**src/rtl/vga_scanout.sv**
```systemverilog
`default_nettype none
// ============================================================================
//  Module      : vga_scanout
//  Description : Display-side reader of the framebuffer RAM. Generates VGA
//                timing, drives the RAM read address and converts the
//                returned RGB444 word into DAC colour pins. The low-resolution
//                framebuffer is upscaled by pixel and line replication.
//
//  Ports
//    clock            in   pixel clock, also the RAM read clock
//    reset            in   synchronous, active-high
//    fb_read_address  out  registered RAM read address
//    fb_data          in   RAM read data, valid one clock after the address
//    hsync / vsync    out  active-low sync pulses
//    red/green/blue   out  4-bit DAC colour, 0 while blanked
//    frame_start      out  one-clock pulse aligned with output pixel (0,0)
//
//  Pipeline: counters -> address register -> RAM read -> pin registers.
//  A counter state (h,v) reaches the pins exactly three clocks later, with
//  sync and colour carried through matching delay stages.
//
//  Revision    : 1.0  initial release
// ============================================================================
module vga_scanout #(
    parameter int DATA_WIDTH   = 12,
    parameter int ADDRESS_SIZE = 13,
    parameter int FB_WIDTH     = 80,
    parameter int SCALE_SHIFT  = 3,
    parameter int H_ACTIVE     = 640,
    parameter int H_FRONT      = 16,
    parameter int H_SYNC       = 96,
    parameter int H_BACK       = 48,
    parameter int V_ACTIVE     = 480,
    parameter int V_FRONT      = 10,
    parameter int V_SYNC       = 2,
    parameter int V_BACK       = 33
) (
    input  logic                    clock,
    input  logic                    reset,
    output logic [ADDRESS_SIZE-1:0] fb_read_address,
    input  logic [DATA_WIDTH-1:0]   fb_data,
    output logic                    hsync,
    output logic                    vsync,
    output logic [3:0]              red,
    output logic [3:0]              green,
    output logic [3:0]              blue,
    output logic                    frame_start
);

    // ------------------------------------------------------------------
    // Derived timing constants
    // ------------------------------------------------------------------
    localparam int c_h_total = H_ACTIVE + H_FRONT + H_SYNC + H_BACK;
    localparam int c_v_total = V_ACTIVE + V_FRONT + V_SYNC + V_BACK;
    localparam int c_h_bits  = $clog2(c_h_total);
    localparam int c_v_bits  = $clog2(c_v_total);

    localparam logic [c_h_bits-1:0] c_h_last     = c_h_bits'(c_h_total - 1);
    localparam logic [c_v_bits-1:0] c_v_last     = c_v_bits'(c_v_total - 1);
    localparam logic [c_h_bits-1:0] c_h_active   = c_h_bits'(H_ACTIVE);
    localparam logic [c_v_bits-1:0] c_v_active   = c_v_bits'(V_ACTIVE);
    localparam logic [c_h_bits-1:0] c_hs_start   = c_h_bits'(H_ACTIVE + H_FRONT);
    localparam logic [c_h_bits-1:0] c_hs_end     = c_h_bits'(H_ACTIVE + H_FRONT + H_SYNC);
    localparam logic [c_v_bits-1:0] c_vs_start   = c_v_bits'(V_ACTIVE + V_FRONT);
    localparam logic [c_v_bits-1:0] c_vs_end     = c_v_bits'(V_ACTIVE + V_FRONT + V_SYNC);
    localparam logic [ADDRESS_SIZE-1:0] c_fb_width = ADDRESS_SIZE'(FB_WIDTH);

    // ------------------------------------------------------------------
    // Stage 0: raster counters and framebuffer row base
    // ------------------------------------------------------------------
    logic [c_h_bits-1:0]     r_h;
    logic [c_v_bits-1:0]     r_v;
    logic [ADDRESS_SIZE-1:0] r_row_base;

    logic                    w_h_visible;
    logic                    w_v_visible;
    logic                    w_active;
    logic                    w_hs;
    logic                    w_vs;
    logic                    w_fs;
    logic [ADDRESS_SIZE-1:0] w_col;

    assign w_h_visible = (r_h < c_h_active);
    assign w_v_visible = (r_v < c_v_active);
    assign w_active    = w_h_visible && w_v_visible;
    assign w_hs        = !((r_h >= c_hs_start) && (r_h < c_hs_end));
    assign w_vs        = !((r_v >= c_vs_start) && (r_v < c_vs_end));
    assign w_fs        = (r_h == '0) && (r_v == '0);
    assign w_col       = ADDRESS_SIZE'(r_h >> SCALE_SHIFT);

    // The row base advances by one framebuffer row after the last of each
    // group of replicated lines, so the address never needs a multiplier.
    always_ff @(posedge clock) begin
        if (reset) begin
            r_h        <= '0;
            r_v        <= '0;
            r_row_base <= '0;
        end else if (r_h == c_h_last) begin
            r_h <= '0;
            if (r_v == c_v_last) begin
                r_v        <= '0;
                r_row_base <= '0;
            end else begin
                r_v <= r_v + 1'b1;
                if (w_v_visible && (r_v[SCALE_SHIFT-1:0] == '1)) begin
                    r_row_base <= r_row_base + c_fb_width;
                end
            end
        end else begin
            r_h <= r_h + 1'b1;
        end
    end

    // ------------------------------------------------------------------
    // Stage 1: address register plus delayed control
    // Stage 2: RAM read in flight, control delayed once more
    // ------------------------------------------------------------------
    logic r_active_d1, r_hs_d1, r_vs_d1, r_fs_d1;
    logic r_active_d2, r_hs_d2, r_vs_d2, r_fs_d2;

    always_ff @(posedge clock) begin
        if (reset) begin
            fb_read_address <= '0;
            r_active_d1     <= 1'b0;
            r_hs_d1         <= 1'b1;
            r_vs_d1         <= 1'b1;
            r_fs_d1         <= 1'b0;
            r_active_d2     <= 1'b0;
            r_hs_d2         <= 1'b1;
            r_vs_d2         <= 1'b1;
            r_fs_d2         <= 1'b0;
        end else begin
            // Blanked cycles park the address at 0.
            fb_read_address <= w_active ? (r_row_base + w_col) : '0;
            r_active_d1     <= w_active;
            r_hs_d1         <= w_hs;
            r_vs_d1         <= w_vs;
            r_fs_d1         <= w_fs;
            r_active_d2     <= r_active_d1;
            r_hs_d2         <= r_hs_d1;
            r_vs_d2         <= r_vs_d1;
            r_fs_d2         <= r_fs_d1;
        end
    end

    // ------------------------------------------------------------------
    // Stage 3: pin registers. RAM data is only taken while active; any
    // value the RAM returns during blanking is discarded.
    // ------------------------------------------------------------------
    always_ff @(posedge clock) begin
        if (reset) begin
            red         <= '0;
            green       <= '0;
            blue        <= '0;
            hsync       <= 1'b1;
            vsync       <= 1'b1;
            frame_start <= 1'b0;
        end else begin
            if (r_active_d2) begin
                red   <= fb_data[DATA_WIDTH-1 -: 4];
                green <= fb_data[7:4];
                blue  <= fb_data[3:0];
            end else begin
                red   <= '0;
                green <= '0;
                blue  <= '0;
            end
            hsync       <= r_hs_d2;
            vsync       <= r_vs_d2;
            frame_start <= r_fs_d2;
        end
    end

endmodule
`default_nettype wire

```
**config.mk**
```make
export PLATFORM = sky130hd
export DESIGN_NAME = vga_scanout
export DESIGN_NICKNAME = d
export VERILOG_FILES = /design/src/rtl/vga_scanout.sv
export SDC_FILE = /design/constraint.sdc
export NUM_CORES = 1
export LEC_CHECK = 0
export ABC_CLOCK_PERIOD_IN_PS = 2400
export BUFFER_PORTS_ARGS = -buffer_cell sky130_fd_sc_hd__buf_4
export CELL_PAD_IN_SITES_DETAIL_PLACEMENT = 1
export CELL_PAD_IN_SITES_GLOBAL_PLACEMENT = 1
export CORE_MARGIN = 4
export CORE_UTILIZATION = 30
export CTS_CLUSTER_DIAMETER = 60
export DETAILED_ROUTE_END_ITERATION = 7
export PLACE_DENSITY_LB_ADDON = 0.1
export RECOVER_POWER = 100
export SLEW_MARGIN = 15
export SYNTH_ARGS = -nofsm -noshare
export SYNTH_HDL_FRONTEND = slang
export SYNTH_SLANG_ARGS = --single-unit
```
**constraint.sdc**
```tcl
create_clock -name clock -period 2.4 [get_ports clock]
set_input_delay 0.12 -clock clock [delete_from_list [all_inputs] [get_ports clock]]
set_output_delay 0.12 -clock clock [all_outputs]
set_load 0.05 [all_outputs]
```
# Word-level counts from Yosys, hierarchy flattened
# Cells that the tools add are included.
[totals] register_bits=69 in_bits=14 wordCells=50 latchBits=0 ramBits=0 romBits=0 n_memories=0
[op_classes] addsub=4 n_reduce_logical=14 n_shift=0 magnitude_cmp=6 muxes=3 n_bitwise=2 div=0 mul=0 eq_ne=3
[op_table] cell="13-bit 2-to-1 mux" count=2
[op_table] cell="10-bit by 1-bit adder with 10-bit output (second input constant)" count=2
[op_table] cell="10-bit == test (second input constant)" count=2
[op_table] cell="10-bit logical NOT" count=2
[op_table] cell="10-bit < comparator (second input constant)" count=2
[op_table] cell="10-bit by 9-bit < comparator with 1-bit output (second input constant)" count=2
[op_table] cell="13-bit by 7-bit adder with 13-bit output" count=1
[op_table] cell="13-bit by 7-bit adder with 13-bit output (second input constant)" count=1
[op_table] cell="10-bit greater-or-equal comparator (second input constant)" count=1
[op_table] cell="10-bit by 9-bit greater-or-equal comparator with 1-bit output (second input constant)" count=1
[op_table] cell="10-bit 2-to-1 mux" count=1
[op_table] cell="2-bit OR reduction" count=3
[op_table] cell="1-bit logical AND" count=5
[op_table] cell="3-bit == test (second input constant)" count=1
[op_table] cell="1-bit logical NOT" count=2
[op_table] cell="1-bit NOT" count=2
[op_table] cell="2-bit AND reduction" count=1
[op_table] cell="2-bit nonzero test" count=1

# Depth between registers and ports, before layout
[logic_depth] depth_word=4 ltp_mapped=8 mapped_depth_nobuf=7

# Worst setup path after synthesis
# No wires, ideal clock.
[synth_path] kind="reg-to-reg" start="reg r_v[0]" end="reg r_row_base[10]" t_arrival_ns=1.817 stages_incl_launch_ff=8 setup_slack_ns=0.512 path_cell_list="dfxtp_1 -> ha_1 -> ha_1 -> nand2b_1 -> nor3_1 -> nand3_1 -> or4_1 -> a21oi_1"
[synth_between] elab_chain_cells=4 word_cells_on_any_way=7 classes_between="order compare: 1; eq/ne: 2; mux: 1; reduce/logical: 3"
[synth_rtl] element="start: declaration" line="72" rtl="logic [c_v_bits-1:0] r_v;"
[synth_rtl] element="start signal: assignment" line="104" rtl="r_v <= r_v + 1'b1;"
[synth_rtl] element="10-bit by 9-bit < comparator with 1-bit output / 3-bit == test (equally long branches)" line="84, 105"
[synth_rtl] element="1-bit logical AND" line="105" rtl="if (w_v_visible && (r_v[SCALE_SHIFT-1:0] == '1)) begin"
[synth_rtl] element="2-bit nonzero test (no source line)"
[synth_rtl] element="2-bit AND reduction (no source line)"
[synth_rtl] element="end signal: assignment" line="106" rtl="r_row_base <= r_row_base + c_fb_width;"
[synth_rtl] element="end: declaration" line="73" rtl="logic [ADDRESS_SIZE-1:0] r_row_base;"
# Several ways; a longest one is shown, not always the timed one.
# A chain may end at the register's enable or synchronous reset.

# Worst setup path after layout
[layout_path] start="reg r_h[0]" end="reg r_row_base[9]"
[layout_between] elab_chain_cells=2
[layout_rtl] element="start: declaration" line="71" rtl="logic [c_h_bits-1:0] r_h;"
[layout_rtl] element="start signal: assignment" line="110" rtl="r_h <= r_h + 1'b1;"
[layout_rtl] element="10-bit == test" line="98" rtl="end else if (r_h == c_h_last) begin"
[layout_rtl] element="2-bit AND reduction (no source line)"
# No other way between the ends.

==> results.sh <==
export IMPL_worstPathMaxFanout=13
export IMPL_avgViaCountPerCell=4.71
export IMPL_worstHoldEndpoint="r_h[2]$_SDFF_PP0_"
export IMPL_grt_total_usage_pct=12.6
export IMPL_dieWidth_microns=101
export IMPL_syn_area_sq_um=2610
export IMPL_result_of_the_run="finished, final reports clean"
export IMPL_antenna_violations_before_repair=0
export IMPL_dr_first_iter_drc_count=61
export IMPL_syn_area_per_cell_sq_um=9.16
export IMPL_floorplan_die_area_sq_um=10300
export IMPL_cts_post_setup_buffers_inserted=0
export IMPL_postSynth_topFlopCell="sky130_fd_sc_hd__dfxtp_1"
export IMPL_place_gp_congestion=0.768
export IMPL_regToRegStartpoint="r_h[0]$_SDFF_PP0_"
export IMPL_worstPathArrival_ns=2.27
export IMPL_max_slew_worst_pin_slew_ns=0.628
export IMPL_power_total_mw=1.99
export IMPL_synth_most_common_cell="sky130_fd_sc_hd__dfxtp_1"
export IMPL_yosys_cell_types_count=40
export IMPL_first_pass_iters=4
export IMPL_port_buffers=41
export IMPL_timing_critical_path_from_type="flip-flop"
export IMPL_detail_route_wirelength_microns=6040
export IMPL_clock_sink_count=65
export IMPL_startpoint_of_the_lowest_slack_hold_path="reset"
export IMPL_clock_latency_ns=0.33
export IMPL_finalCriticalPeriod_ns=2.04
export IMPL_p_per_area_nw_per_um2=623
export IMPL_synth_seq_cells=65
export IMPL_synth_async_reset_ratio_pct=0
export IMPL_synthesis_yosys_warnings=0
export IMPL_netlist_instances=285
export IMPL_die_h_microns=101
export IMPL_crit_path_end_kind="flip-flop"
export IMPL_cts_repair_resize_count=0
export IMPL_ff2ff_setup_slack_ns=0.36
export IMPL_cts_buffer_depth=2
export IMPL_clk_root_buffer_cell="sky130_fd_sc_hd__clkbuf_8"
export IMPL_hold_depth=2
export IMPL_grt_remaining_overflow=0
export IMPL_yosys_top_cells_area="sky130_fd_sc_hd__dfxtp_1, sky130_fd_sc_hd__and2_1, sky130_fd_sc_hd__ha_1"
export IMPL_worst_ep_required_time_ns=2.63
export IMPL_fin_worst_skew_ns=0.0108
export IMPL_grt_pass1_vias=2166
export IMPL_synth_edf_count=0
export IMPL_rr_worst_depth=6
export IMPL_grt_first_pass_wirelength_microns=10300
export IMPL_fmax_mhz=491
export IMPL_grt_start_max_net_pins=38
export IMPL_type_of_the_tightest_min_delay_check="primary input to flip-flop"
export IMPL_rr_endpoint="r_row_base[9]$_SDFFE_PP0P_"
export IMPL_post_dp_hpwl_microns=4040
export IMPL_initial_utilization_pct=31.3
export IMPL_sequential_element_share_of_the_synthesized_area_pct=49.8
export IMPL_report_final_slew_viol_count=0
export IMPL_detail_route_antenna_nets=0
export IMPL_rsz0062_at_grt="no"
export IMPL_leakage_nw=1.20
export IMPL_ioPinCount=42
export IMPL_layout_area_overhead_vs_synth_pct=22.3
export IMPL_drc_errors=0
export IMPL_core_area_sq_um=8340
export IMPL_synth_top_area_cell="sky130_fd_sc_hd__dfxtp_1"
export IMPL_per_cell_routed_wire_length_microns=13.5
export IMPL_synth_top_cells_by_count="sky130_fd_sc_hd__dfxtp_1, sky130_fd_sc_hd__nor2_1, sky130_fd_sc_hd__and2_1"
export IMPL_cts_inserted_buffers=9
export IMPL_final_setup_viol_count=0
export IMPL_peak_supply_drop_mv=0.314
export IMPL_row_count=33
export IMPL_relSlewSlack_pct=58.0
export IMPL_hold_viol_final=0
export IMPL_drv_cap=0
export IMPL_tritoncts="yes"
export IMPL_drive_gt1_share_pct=12.0
export IMPL_num_nets_final=361
export IMPL_vias=2109
export IMPL_nFillCells=1013
export IMPL_antennaDiodeCount=0
export IMPL_clk_pin_slew_worst_paths_ns=0.07
export IMPL_worstSetupPathType="flip-flop to flip-flop"
export IMPL_setup_tns_final_ns=0
export IMPL_period_share_pct=84.9
export IMPL_netlist_area_leader_share_pct=49.8
export IMPL_synth_fp_nets=308
export IMPL_htree_num_levels=3
## state kept, by name, summed over array words and instances (netlist names)
signal / count
fb_read_address: 13
r_h: 10
r_v: 10
r_row_base: 9
blue: 4
green: 4
red: 4
frame_start: 1
hsync: 1
r_active_d1: 1
r_active_d2: 1
r_fs_d1: 1
r_fs_d2: 1
r_hs_d1: 1
r_hs_d2: 1
r_vs_d1: 1
r_vs_d2: 1
vsync: 1
## metrics by stage
step	utilization [%]	hold slack, ns	std cells	setup WS [ns]	cell area [sq um]
3_3_place_gp	36.2	0.321	420	0.436	3020
2_1_floorplan	-	0.242	285	0.512	2610
6_report	38.3	0.193	448	0.363	3190
5_1_grt	38.3	0.212	448	0.171	3190
4_1_cts	39.7	0.182	448	0.313	3310
3_5_place_dp	36.2	0.327	420	0.335	3020
## final cells by class
class,instances,area (sq um),share of cell area [%]
clock buffer,9,124,3.88
clock inverter,7,47.5,1.49
inverter,7,26.3,0.823
multi-input combinational,197,1210,37.9
sequential,65,1300,40.8
tap,105,131,4.11
timing repair buffer,58,353,11.1
## per-layer routing
layer  track usage, %  wire (microns)
met1             14.7            2750
met5                0               0
met2             21.9            2950
met3             4.68             297
met4             3.07              40
## critical path: stages (launching register included)
cell	delay, ns
sky130_fd_sc_hd__dfxtp_1	0.38
sky130_fd_sc_hd__ha_1	0.20
sky130_fd_sc_hd__nand3_1	0.17
sky130_fd_sc_hd__or3_4	0.52
sky130_fd_sc_hd__nor2_2	0.28
sky130_fd_sc_hd__nand3_1	0.13
sky130_fd_sc_hd__o41ai_1	0.25
## where the power goes
group / leakage [nW] / switching (mW) / internal, mW / total [mW]
logic: 0.593 / 0.0561 / 0.0416 / 0.0977
clock network: 0.0850 / 0.423 / 0.372 / 0.794
registers: 0.526 / 0.00598 / 1.09 / 1.10
## cell families (layout without fill, tap and decap cells)
kind of cell / count (synthesis) / after routing / share of synthesized area [%]
flip-flops: 65 / 65 / 49.8
AND/OR/NAND/NOR: 133 / 133 / 28.0
multiplexers: 1 / 1 / 0.431
buffers and inverters: 23 / 81 / 3.59
XOR/XNOR: 19 / 19 / 6.37
AO/OA/AOI/OAI: 35 / 35 / 7.47
adder cells (fa/ha/maj): 9 / 9 / 4.31
## layout by cell type, fill, tap and decap left out, drive strengths merged, types with 6 or more instances in the layout
master	count
nor2b	9
clkbuf	39
nor3	15
o21ai	12
dfxtp	65
and2	18
nand2	15
nor2	26
and3	6
xor2	11
xnor2	8
or2	6
a21oi	14
nand3	13
dlygate4sd3	12
ha	9
buf	16
inv	7
nand4	7
## worst max path at each step
stage | startpoint | endpoint | slack [ns]
after floorplan | r_v[0]$_SDFFE_PP0P_ | r_row_base[10]$_SDFFE_PP0P_ | 0.51
after global placement | r_h[0]$_SDFF_PP0_ | r_row_base[10]$_SDFFE_PP0P_ | 0.44
after detailed placement | r_h[0]$_SDFF_PP0_ | r_row_base[9]$_SDFFE_PP0P_ | 0.34
after CTS | r_h[0]$_SDFF_PP0_ | r_row_base[9]$_SDFFE_PP0P_ | 0.31
after global routing | r_h[0]$_SDFF_PP0_ | r_row_base[9]$_SDFFE_PP0P_ | 0.17
final | r_h[0]$_SDFF_PP0_ | r_row_base[9]$_SDFFE_PP0P_ | 0.36
## repair_timing
item                                   4_1_cts  5_1_grt
hold buffers                                12        0
setup endpoints to repair                    0        0
endpoints found under the hold margin       12        0
Power figures use the tool's default switching activity.
